**config.mk**
```make
export PLATFORM = sky130hd
export DESIGN_NAME = m_ps2_rx
export DESIGN_NICKNAME = d
export VERILOG_FILES = /design/src/rtl/m_ps2_rx.sv
export SDC_FILE = /design/constraint.sdc
export NUM_CORES = 1
export LEC_CHECK = 0
export ABC_AREA = 1
export CORE_UTILIZATION = 35
export DETAILED_ROUTE_END_ITERATION = 8
export SLEW_MARGIN = 20
export SYNTH_ARGS = -nofsm -noshare
export SYNTH_HDL_FRONTEND = slang
export SYNTH_SLANG_ARGS = --single-unit
```
**constraint.sdc**
```tcl
create_clock -name CLK -period 2.2 [get_ports CLK]
set_input_delay 0.22 -clock CLK [delete_from_list [all_inputs] [get_ports CLK]]
set_output_delay 0.22 -clock CLK [all_outputs]
set_load 0.02 [all_outputs]
```
**src/rtl/m_ps2_rx.sv**
```systemverilog
// PS/2 device-to-host receiver: sync + glitch filter on both pins, 11-bit frame deserializer.
// Latency: pin edge to filtered edge is 2+FILTER_LEN cycles; result strobe 1 cycle after the stop-bit edge.
// No backpressure: the consumer must accept w_rx_we whenever it pulses.
module m_ps2_rx #(
  parameter int FILTER_LEN  = 8,
  parameter int TIMEOUT_CYC = 200000
) (
  input  logic       CLK,
  input  logic       RST_X,
  input  logic       ps2_clk,
  input  logic       ps2_data,
  output logic [7:0] w_rx_data,
  output logic       w_rx_we,
  output logic       w_err_parity,
  output logic       w_err_frame,
  output logic       w_busy
);

  localparam int TW = $clog2(TIMEOUT_CYC + 1);
  localparam logic [7:0]    FLT_TOP = 8'(FILTER_LEN - 1);
  // r_tmo reads 0 in the cycle after an edge, so hitting TIMEOUT_CYC-2 here puts
  // the registered strobe exactly TIMEOUT_CYC cycles after the edge cycle.
  localparam logic [TW-1:0] TMO_HIT = TW'(TIMEOUT_CYC - 2);
  localparam logic [TW-1:0] TMO_MAX = TW'(TIMEOUT_CYC);

  typedef enum logic [1:0] {S_IDLE, S_DATA, S_PARITY, S_STOP} state_t;

  // index 0 = clock line, index 1 = data line
  logic [1:0]    r_sync1;
  logic [1:0]    r_sync2;
  logic [1:0]    r_flt;
  logic [7:0]    r_fcnt [2];
  logic          r_clk_flt_q;
  logic [TW-1:0] r_tmo;

  state_t        r_state;
  logic [2:0]    r_bit_cnt;
  logic [7:0]    r_shift;
  logic          r_par;
  logic [7:0]    r_rx_data;
  logic          r_rx_we;
  logic          r_err_parity;
  logic          r_err_frame;
  logic          r_busy;

  state_t        w_state_nxt;
  logic [2:0]    w_bit_cnt_nxt;
  logic [7:0]    w_shift_nxt;
  logic          w_par_nxt;
  logic [7:0]    w_data_nxt;
  logic          w_we_nxt;
  logic          w_perr_nxt;
  logic          w_ferr_nxt;
  logic          w_fall;
  logic          w_bit;
  logic          w_tmo_hit;

  // Two-stage synchronizer on both raw pins; idle level of the bus is high.
  always_ff @(posedge CLK or negedge RST_X) begin
    if (!RST_X) begin
      r_sync1 <= 2'b11;
      r_sync2 <= 2'b11;
    end else begin
      r_sync1 <= {ps2_data, ps2_clk};
      r_sync2 <= r_sync1;
    end
  end

  // Filtered level flips only after FILTER_LEN consecutive disagreeing samples.
  always_ff @(posedge CLK or negedge RST_X) begin
    if (!RST_X) begin
      r_flt     <= 2'b11;
      r_fcnt[0] <= '0;
      r_fcnt[1] <= '0;
    end else begin
      for (int i = 0; i < 2; i++) begin
        if (r_sync2[i] != r_flt[i]) begin
          if (r_fcnt[i] == FLT_TOP) begin
            r_flt[i]  <= ~r_flt[i];
            r_fcnt[i] <= '0;
          end else begin
            r_fcnt[i] <= r_fcnt[i] + 8'd1;
          end
        end else begin
          r_fcnt[i] <= '0;
        end
      end
    end
  end

  // Previous filtered clock level for falling-edge detection.
  always_ff @(posedge CLK or negedge RST_X) begin
    if (!RST_X) begin
      r_clk_flt_q <= 1'b1;
    end else begin
      r_clk_flt_q <= r_flt[0];
    end
  end

  assign w_fall    = r_clk_flt_q & ~r_flt[0];
  assign w_bit     = r_flt[1];
  assign w_tmo_hit = (r_state != S_IDLE) && (r_tmo == TMO_HIT);

  // Inter-edge watchdog: cleared by each edge and while idle, saturating otherwise.
  always_ff @(posedge CLK or negedge RST_X) begin
    if (!RST_X) begin
      r_tmo <= '0;
    end else if (w_fall || (r_state == S_IDLE)) begin
      r_tmo <= '0;
    end else if (r_tmo != TMO_MAX) begin
      r_tmo <= r_tmo + TW'(1);
    end
  end

  // Frame FSM next-state and result strobes; an edge always beats a timeout.
  always_comb begin
    w_state_nxt   = r_state;
    w_bit_cnt_nxt = r_bit_cnt;
    w_shift_nxt   = r_shift;
    w_par_nxt     = r_par;
    w_data_nxt    = r_rx_data;
    w_we_nxt      = 1'b0;
    w_perr_nxt    = 1'b0;
    w_ferr_nxt    = 1'b0;
    case (r_state)
      S_IDLE: begin
        if (w_fall && !w_bit) begin
          w_state_nxt   = S_DATA;
          w_bit_cnt_nxt = 3'd0;
          w_shift_nxt   = 8'h00;
        end
      end
      S_DATA: begin
        if (w_fall) begin
          w_shift_nxt   = {w_bit, r_shift[7:1]};
          w_bit_cnt_nxt = r_bit_cnt + 3'd1;
          if (r_bit_cnt == 3'd7) begin
            w_state_nxt = S_PARITY;
          end
        end
      end
      S_PARITY: begin
        if (w_fall) begin
          w_par_nxt   = w_bit;
          w_state_nxt = S_STOP;
        end
      end
      S_STOP: begin
        if (w_fall) begin
          w_state_nxt = S_IDLE;
          if (!w_bit) begin
            w_ferr_nxt = 1'b1;
          end else if (^{r_shift, r_par}) begin
            w_we_nxt   = 1'b1;
            w_data_nxt = r_shift;
          end else begin
            w_perr_nxt = 1'b1;
          end
        end
      end
      default: w_state_nxt = S_IDLE;
    endcase
    if (!w_fall && w_tmo_hit) begin
      w_state_nxt   = S_IDLE;
      w_bit_cnt_nxt = 3'd0;
      w_shift_nxt   = 8'h00;
      w_par_nxt     = 1'b0;
      w_ferr_nxt    = 1'b1;
    end
  end

  // FSM state, datapath and registered outputs.
  always_ff @(posedge CLK or negedge RST_X) begin
    if (!RST_X) begin
      r_state      <= S_IDLE;
      r_bit_cnt    <= 3'd0;
      r_shift      <= 8'h00;
      r_par        <= 1'b0;
      r_rx_data    <= 8'h00;
      r_rx_we      <= 1'b0;
      r_err_parity <= 1'b0;
      r_err_frame  <= 1'b0;
      r_busy       <= 1'b0;
    end else begin
      r_state      <= w_state_nxt;
      r_bit_cnt    <= w_bit_cnt_nxt;
      r_shift      <= w_shift_nxt;
      r_par        <= w_par_nxt;
      r_rx_data    <= w_data_nxt;
      r_rx_we      <= w_we_nxt;
      r_err_parity <= w_perr_nxt;
      r_err_frame  <= w_ferr_nxt;
      r_busy       <= (w_state_nxt != S_IDLE);
    end
  end

  assign w_rx_data    = r_rx_data;
  assign w_rx_we      = r_rx_we;
  assign w_err_parity = r_err_parity;
  assign w_err_frame  = r_err_frame;
  assign w_busy       = r_busy;

endmodule

```
## Word level (Yosys, flattened, before mapping)

Index checks and enable logic that the tools add are counted.

- Bits of input ports: 4
- Output and inout port bits: 12
- Register bits after elaboration: 67

- Bitwise gates (word level): 3
- Multiplexer cells: 36
- Reductions and logical operators: 19
- Equality and inequality tests: 12
- Add/sub/neg operators: 4

Operators with widths:

| kind | count |
|---|---|
| $mux 8 | 7 |
| $mux 18 | 2 |
| $add 18x1->18 const B | 1 |
| $eq 18x18->1 const B | 1 |
| $ne 18x18->1 const B | 1 |
| $add 8x1->8 const B | 2 |
| $eq 8x3->1 const B | 2 |
| $pmux 8 s2 | 1 |
| $mux 1 | 15 |
| $mux 2 | 6 |
| $reduce_bool 2->1 | 5 |
| $mux 3 | 3 |
| $reduce_xor 9->1 | 1 |
| $pmux 2 s4 | 1 |
| $pmux 3 s2 | 1 |
| $reduce_and 2->1 | 3 |
| $eq 2x2->1 const B | 2 |
| $reduce_and 4->1 | 1 |
| $add 3x1->3 const B | 1 |
| $eq 3x3->1 const B | 1 |
| $logic_and 1x1->1 | 3 |
| $ne 3x1->1 const B | 1 |
| $ne 3x3->1 const B | 1 |
| $reduce_and 3->1 | 1 |
| 8 further kinds | 11 |

## Longest topological paths before layout

Gate-level depths: netlist of the first run.

- Depth after elaboration: 7
- Gate-level depth with buffers: 12

## Worst setup path before layout of the first run

OpenSTA, ideal clock, no wires.

- Path kind: flip-flop to flip-flop
- Start: reg r_tmo[0]
- End: reg r_shift[3]
- Clock period less this slack: 1.591 ns
- Data arrival time: 1.475 ns
- Cell stages (with the launch flop): 13
- Setup time: 0.116 ns
- Setup slack: 0.609 ns
- Cells stage by stage: dfrtp_1 -> inv_1 -> ha_1 -> inv_1 -> nor3_4 -> nand3_4 -> nor2_4 -> nand2_4 -> nand2_2 -> nand3_2 -> buf_6 -> nand2_1 -> nand2_1

- Cells in the longest elaborated chain, start to end: 5

RTL lines:

| element | RTL line | RTL |
|---|---|---|
| start, declared | 34 | `logic [TW-1:0] r_tmo;` |
| start signal, assigned | 111 | `r_tmo <= r_tmo + TW'(1);` |
| $eq 18x18->1 (*) | 102 | `assign w_tmo_hit = (r_state != S_IDLE) && (r_tmo == TMO_HIT);` |
| $logic_and 1x1->1 (*) | 102 |  |
| $logic_and 1x1->1 (*) | 163 | `if (!w_fall && w_tmo_hit) begin` |
| $ne 3x1->1 (no source line) (tied with other cells) | n/a |  |
| $reduce_and 3->1 (no source line) | n/a |  |
| end signal, assigned | 187 | `r_shift <= w_shift_nxt;` |
| end, declared | 38 | `logic [7:0] r_shift;` |

Mark *: on every way between the ends. The rest lies on a longest branch, timed or not.
A chain may end at the register's enable or synchronous reset.

## Final worst setup path of the first run

- Start: reg r_tmo[0]
- End: reg r_bit_cnt[2]

- Cells in the longest elaborated chain, start to end: 5

RTL lines:

| element | RTL line | RTL |
|---|---|---|
| $eq 18x18->1 (*) | 102 |  |
| $logic_and 1x1->1 (*) | 102 |  |
| $logic_and 1x1->1 (*) | 163 |  |
| $ne 3x1->1 (no source line) (tied with other cells) | n/a |  |
| $reduce_and 3->1 (no source line) | n/a |  |
| end signal, assigned | 186 | `r_bit_cnt <= w_bit_cnt_nxt;` |
| end, declared | 37 | `logic [2:0] r_bit_cnt;` |

Marks and branches as above.

==> impl_metrics.tcl, run 1 <==
set metrics [dict create \
    outcome "finished clean" \
    min_path_cells 1 \
    avgSynthCellArea_sq_um 8.17 \
    setup_violations 0 \
    min_to "r_sync1[0]" \
    period_minus_slack_ns 1.79 \
    cts_tree "yes" \
    area_delta_synth_final_pct 15.7 \
    syn_nets 431 \
    crit_path_start "r_tmo[0]" \
    worst-setup-path-type "flop to flop" \
    synth_cell_type_count 37 \
    power_density_mw_per_mm2 917 \
    synthAdderAreaFrac_pct 2.55 \
    arrival_ns 2.02 \
    end_kind "flop" \
    synth_compound_area_share_pct 6.09 \
    layout.nets 459 \
    io_buffers 15 \
    yosys_warnings 0 \
    ys_ff_latch 67 \
    num_io_pins 16 \
    synth_top_family_by_area "simple AND/OR/NAND/NOR gates" \
    dpl.hpwl_microns 4510 \
    synth-simple-area-share_pct 33.6 \
    seq_area_sq_mm 0.00169 \
    drive_above_1_share_pct 12.4 \
    place.gp.congestion 0.790 \
    regToRegStartpoint "r_tmo[0]" \
    wl_microns 6280 \
    dr.pass1.iters 4 \
    clk_latency_ns 0.34 \
    dr.first_iter.drc_count 108 \
    fmax_mhz 559 \
    grt-ovfl-total 0 \
    max_slew_margin_pct 62.2 \
    multi_input_area_sq_mm 0.00151 \
    cts_root_buffer "clkbuf_8" \
    grt_usage_pct 13.9 \
    finalPower_uw 3650 \
    grt_antenna_before_repair 0 \
    maxCapViolations 0 \
    worst_setup_path_start_kind "flop" \
    rows 35 \
    clkSlewWorstSetupHoldPaths_ns 0.07 \
    die_h_microns 101 \
    grt_pass1_wl_microns 11200 \
    drt-wirelength-per-cell_microns 10.8 \
    cts_buffers 9 \
    grt_max_degree 36 \
    cts_buffer_depth 2 \
    vdd_drop_max_uv 464 \
    drtAntennaViolNets 0 \
    core_region_area_sq_mm 0.00937 \
    drv_slew 0 \
    synthMuxAreaShare_pct 0 \
    r2r-end "r_bit_cnt[2]" \
    die_w_microns 101 \
    period_share_pct 81.4 \
    htree_levels 3 \
    worstHoldStart "ps2_clk" \
    fillers 970 \
    r2r_slack_ns 0.41 \
    vias_per_cell 4.57 \
    grt_pass1_vias 2576 \
    cts.sinks 67 \
    diodes 0 \
    postCtsSetupBuffers 0 \
    dieArea_sq_mm 0.0102 \
    route.vias.total 2662 \
    leakagePower_uw 0.00184 \
    crit_required_ns 2.43 \
    worst_pin_slew_ns 0.563 \
    hold_violations 0 \
    setup-tns-final_ns 0 \
    crit_fanout 11 \
    ys_seq_area_share_pct 49.1 \
    finClkSkew_ns 0.0150 \
    drcViolationCount 0 \
    netlist_instances 420 \
    rsz0062_at_grt "false" \
    holdCritPathClass "input pin to flop" \
    syn-cell-area_sq_mm 0.00343 \
    reg2reg_depth 11 \
    synth-xor-area-share_pct 1.79 \
    start_util_pct 36.6 \
]
## critical path: stages (launching register included)
cell	delay, ns
dfrtp_1	0.40
inv_1	0.12
ha_1	0.18
inv_1	0.07
nor3_4	0.14
nand3_4	0.10
nor2_4	0.13
nand2_4	0.07
nand2_2	0.08
nand3_2	0.20
nand2_1	0.13
nand2_1	0.06
## worst max path at each step
stage,end,slack (ns)
floorplan,r_shift[3],0.61
global placement,r_shift[3],0.48
detailed placement,r_bit_cnt[2],0.41
CTS,r_bit_cnt[2],0.39
global route,r_bit_cnt[2],0.21
finish,r_bit_cnt[2],0.41
## metrics by stage
stage	utilization (%)	cell area, sq um	hold WS, ns	instances	setup slack [ns]
2_1_floorplan	-	3430	-0.0756	420	0.609
3_3_place_gp	40.0	3750	0.278	565	0.477
3_5_place_dp	40.0	3750	0.285	565	0.406
4_1_cts	42.4	3970	0.270	582	0.391
5_1_grt	42.4	3970	0.283	582	0.214
6_report	42.4	3970	0.288	582	0.410
## sequential cells by signal, indices dropped and copies added, names as in the netlist, 3 cells and up
signal,cells
r_bit_cnt,3
r_fcnt,16
r_shift,8
r_tmo,18
w_rx_data,8
## cell usage in the layout, fill, tap and decap left out, types with 3 or more instances in the layout
| cell | netlist | layout |
|---|---|---|
| a21oi_1 | 15 | 15 |
| dfstp_2 | 7 | 7 |
| o21ai_0 | 19 | 19 |
| nor3b_1 | 3 | 3 |
| nor3_1 | 12 | 12 |
| nor2_1 | 44 | 44 |
| clkbuf_8 | 0 | 9 |
| dfrtp_1 | 60 | 60 |
| nor4_1 | 3 | 3 |
| buf_4 | 0 | 3 |
| inv_1 | 54 | 54 |
| nand4_1 | 7 | 7 |
| inv_2 | 4 | 4 |
| clkdlybuf4s50_1 | 0 | 14 |
| ha_1 | 7 | 7 |
| nand2_2 | 3 | 3 |
| nor2_2 | 5 | 5 |
| nor2_4 | 3 | 3 |
| xnor2_1 | 5 | 5 |
| o21ai_1 | 3 | 3 |
| nand2_1 | 117 | 117 |
| nand3_1 | 26 | 26 |
## synth_stat cells
| library cell | number | share of area (%) |
|---|---|---|
| and2_4 | 1 | 0.26 |
| a21oi_1 | 15 | 2.2 |
| inv_2 | 4 | 0.44 |
| or2_2 | 2 | 0.36 |
| o21ai_1 | 3 | 0.44 |
| o21a_1 | 1 | 0.22 |
| nor3b_1 | 3 | 0.66 |
| or4_2 | 1 | 0.26 |
| nand4_1 | 7 | 1.3 |
| nor2_2 | 5 | 0.91 |
| o21ai_0 | 19 | 2.8 |
| nand2_1 | 117 | 13 |
| xnor2_1 | 5 | 1.3 |
| nor2_4 | 3 | 0.98 |
| nor2_1 | 44 | 4.8 |
| a22oi_1 | 1 | 0.22 |
| nor2_8 | 1 | 0.58 |
| buf_2 | 1 | 0.15 |
| dfrtp_1 | 60 | 44 |
| nor3_2 | 1 | 0.29 |
| nand2_4 | 2 | 0.66 |
| buf_6 | 1 | 0.33 |
| inv_1 | 54 | 5.9 |
| xor2_1 | 2 | 0.51 |
| nor4_1 | 3 | 0.55 |
| nand3_1 | 26 | 3.8 |
| nand4_4 | 1 | 0.62 |
| nand3_2 | 1 | 0.29 |
| nor3_4 | 2 | 0.95 |
| nor3_1 | 12 | 1.7 |
| dfstp_2 | 7 | 5.4 |
| o21ai_2 | 1 | 0.26 |
| nand3b_1 | 1 | 0.22 |
| nand2_2 | 3 | 0.55 |
| ha_1 | 7 | 2.6 |
| nand3_4 | 2 | 1.0 |
| clkinv_1 | 1 | 0.11 |
## layout make-up
cell class	instances	share of cell area, %
inverters	59	5.57
well taps	129	4.06
clock buffers	10	3.21
flip-flops and latches	67	42.4
repair buffers	19	4.47
multi-input cells	292	38.0
clock inverters	6	2.27
## where the power goes
group	internal (uW)	switching (uW)
sequential	1420	178
clock	642	476
combinational	310	621
total	2370	1280
## logic make-up (layout without fill, tap and decap cells)
kind of cell	after synthesis	after routing
buf+inv	61	94
simple gates	238	238
fa+ha+maj	7	7
xor+xnor	7	7
flops	67	67
compound gates	40	40
## repair_timing
item | 4_1_cts | 5_1_grt
hold buffers | 1 | 0
setup endpoints to repair | 0 | 0
gates resized for setup | 0 | 0
endpoints found under the hold margin | 60 | 0
## metal layers
metal	up-vias	routed length, microns	track usage, %
li1	1390	-	-
met1	1237	3090	17.7
met2	29	2930	22.9
met3	6	197	4.37
met4	0	63	3.68
met5	-	0	0
Power figures use the tool's default switching activity.
==> inputs of run 2 (changes only) <==
- clock period: 2.2 -> 1.8 ns (I/O delays scaled with it)
==> run 2 against run 1 <==
Against the previous run:
- clock power increased by 24%
- non-clock buffer count increased by 7
- setup slack got worse by 0.33 ns
- power increased by 28%
- sequential power increased by 22%
- via count increased by 3.2%
- sequential cell count unchanged
- maximum frequency increased by 4.0%
- die area unchanged
- largest cell class unchanged
- largest power group unchanged
==> impl_metrics.tcl, run 2 (synthesis gave the netlist of run 1 again) <==
set metrics [dict create \
    regToRegStartpoint "r_tmo[0]" \
    grt_usage_pct 13.5 \
    crit_required_ns 2.09 \
    min_to "r_sync1[1]" \
    grt_pass1_wl_microns 10900 \
    drv_slew 0 \
    layout.nets 468 \
    r2r-end "r_shift[5]" \
    period_minus_slack_ns 1.72 \
    reg2reg_depth 12 \
    wl_met2_microns 3130 \
    num_io_pins 16 \
    max_slew_margin_pct 61.4 \
    drive_above_1_share_pct 16.0 \
    top_layer "met4" \
    dpl_cell_area_sq_mm 0.00377 \
    setup_violations 0 \
    maxCapViolations 0 \
    layout.cells.non_filler 591 \
    dieArea_sq_mm 0.0102 \
    end_kind "flop" \
    dp.cells 567 \
    rows 35 \
    vias_per_cell 4.65 \
    drt-wirelength-per-cell_microns 11.0 \
    wl_microns 6490 \
    worstHoldStart "ps2_data" \
    diodes 0 \
    leakagePower_uw 0.00189 \
    crit_fanout 5 \
    worst-setup-path-type "flop to flop" \
    wl_met3_microns 228 \
    grt_antenna_before_repair 0 \
    drtAntennaViolNets 0 \
    final_common_cell "nand2_1" \
    dp_slack_ns 0.0665 \
    power_density_mw_per_mm2 1120 \
    dpl.hpwl_microns 4610 \
    dr.first_iter.drc_count 77 \
    fillers 968 \
    period_share_pct 95.6 \
    fin_hold_ws_ns 0.259 \
    grt_pass1_vias 2478 \
    holdCritPathClass "input pin to flop" \
    multi_input_area_sq_mm 0.00160 \
    most-common-layout-cells "116 x nand2_1, 60 x dfrtp_1, 52 x inv_1, 44 x nor2_1, 23 x nand3_1" \
    io_buffers 15 \
    route.vias.total 2746 \
    fmax_mhz 581 \
    min_path_cells 1 \
    dr.pass1.iters 4 \
    outcome "finished clean" \
    seq_area_sq_mm 0.00169 \
    reg_top3 "r_tmo x18, r_fcnt x16" \
    grt-ovfl-total 0 \
    cts_buffers 9 \
    final_area_sq_mm 0.00414 \
    area_delta_synth_final_pct 20.6 \
    cts.sinks 67 \
    die_w_microns 101 \
    r2r_slack_ns 0.08 \
    clk_latency_ns 0.35 \
    met1_length_microns 3050 \
    finClkSkew_ns 0.0149 \
    place.gp.congestion 0.813 \
    arrival_ns 2.01 \
    largest_reg_flops 18 \
    cts_tree "yes" \
    vdd_drop_max_uv 711 \
    core_region_area_sq_mm 0.00937 \
    post-route-util_pct 44.2 \
    worst_setup_path_start_kind "flop" \
    grt_max_degree 30 \
    cts_root_buffer "clkbuf_8" \
    drcViolationCount 0 \
    regMostFlops "r_tmo" \
    worst_pin_slew_ns 0.575 \
    cts_buffer_depth 2 \
    hold_violations 0 \
    start_util_pct 36.6 \
    htree_levels 3 \
    rsz0062_at_grt "true" \
    worst_slack_ns 0.0789 \
    die_h_microns 101 \
    clkSlewWorstSetupHoldPaths_ns 0.08 \
]
[run 2: changes by cell type in the layout (fill, tap and decap cells not counted), sizes merged]
| cell | delta |
|---|---|
| nor2 | +1 |
| nand3 | +1 |
| buf | +7 |
| clkbuf | -1 |
| inv | +1 |
[run 2: how the worst max path moves through the flow]
stage | startpoint | end | slack [ns] | cells after the start
final | r_tmo[0] | r_shift[5] | 0.08 | 12
after global placement | r_tmo[0] | r_shift[3] | 0.13 | 11
after floorplan | r_tmo[0] | r_shift[3] | 0.21 | 12
after CTS | r_tmo[0] | r_bit_cnt[1] | 0.04 | 11
after global routing | r_tmo[0] | r_shift[5] | -0.05 | 12
after detailed placement | r_tmo[0] | r_bit_cnt[1] | 0.07 | 11
[run 2: power by group]
part | internal (uW) | switching (uW) | leakage, uW
sequential | 1730 | 228 | 0.000884
combinational | 469 | 828 | 0.000900
clock | 789 | 604 | 0.000110
[run 2: cell type report]
class	instances	share of cell area, %
clock buffers	9	2.99
clock inverters	7	2.39
inverters	59	5.47
multi-input cells	294	38.6
flip-flops and latches	67	40.7
well taps	129	3.90
repair buffers	26	5.95
[run 2: worst max-delay path: stages (launching register included)]
cell,delay [ns]
dfrtp_1,0.42
inv_2,0.10
ha_4,0.14
inv_2,0.04
nor3_4,0.18
nand3_4,0.12
nor2_4,0.15
nand2_4,0.09
nand2_4,0.11
inv_6,0.06
nor2_8,0.14
nand2_1,0.07
nand2_1,0.06
[run 2: per-layer routing]
metal / track usage (%) / up-vias
li1: - / 1419
met1: 16.3 / 1281
met2: 22.8 / 38
met3: 4.02 / 8
met4: 5.02 / 0
met5: 0 / -
[run 2: repair_timing]
| item | CTS | global route |
|---|---|---|
| buffers inserted | 0 | 5 |
| hold buffers | 1 | 0 |
| setup endpoints to repair | 0 | 14 |
| gates resized for setup | 0 | 18 |
| hold endpoints to repair | 19 | 0 |
[run 2: per-stage QoR]
stage          total power, uW  setup TNS, ns
2_1_floorplan             2810              0
3_3_place_gp              3100              0
3_5_place_dp              3140              0
4_1_cts                   4560              0
5_1_grt                   4970         -0.313
6_report                  4650              0
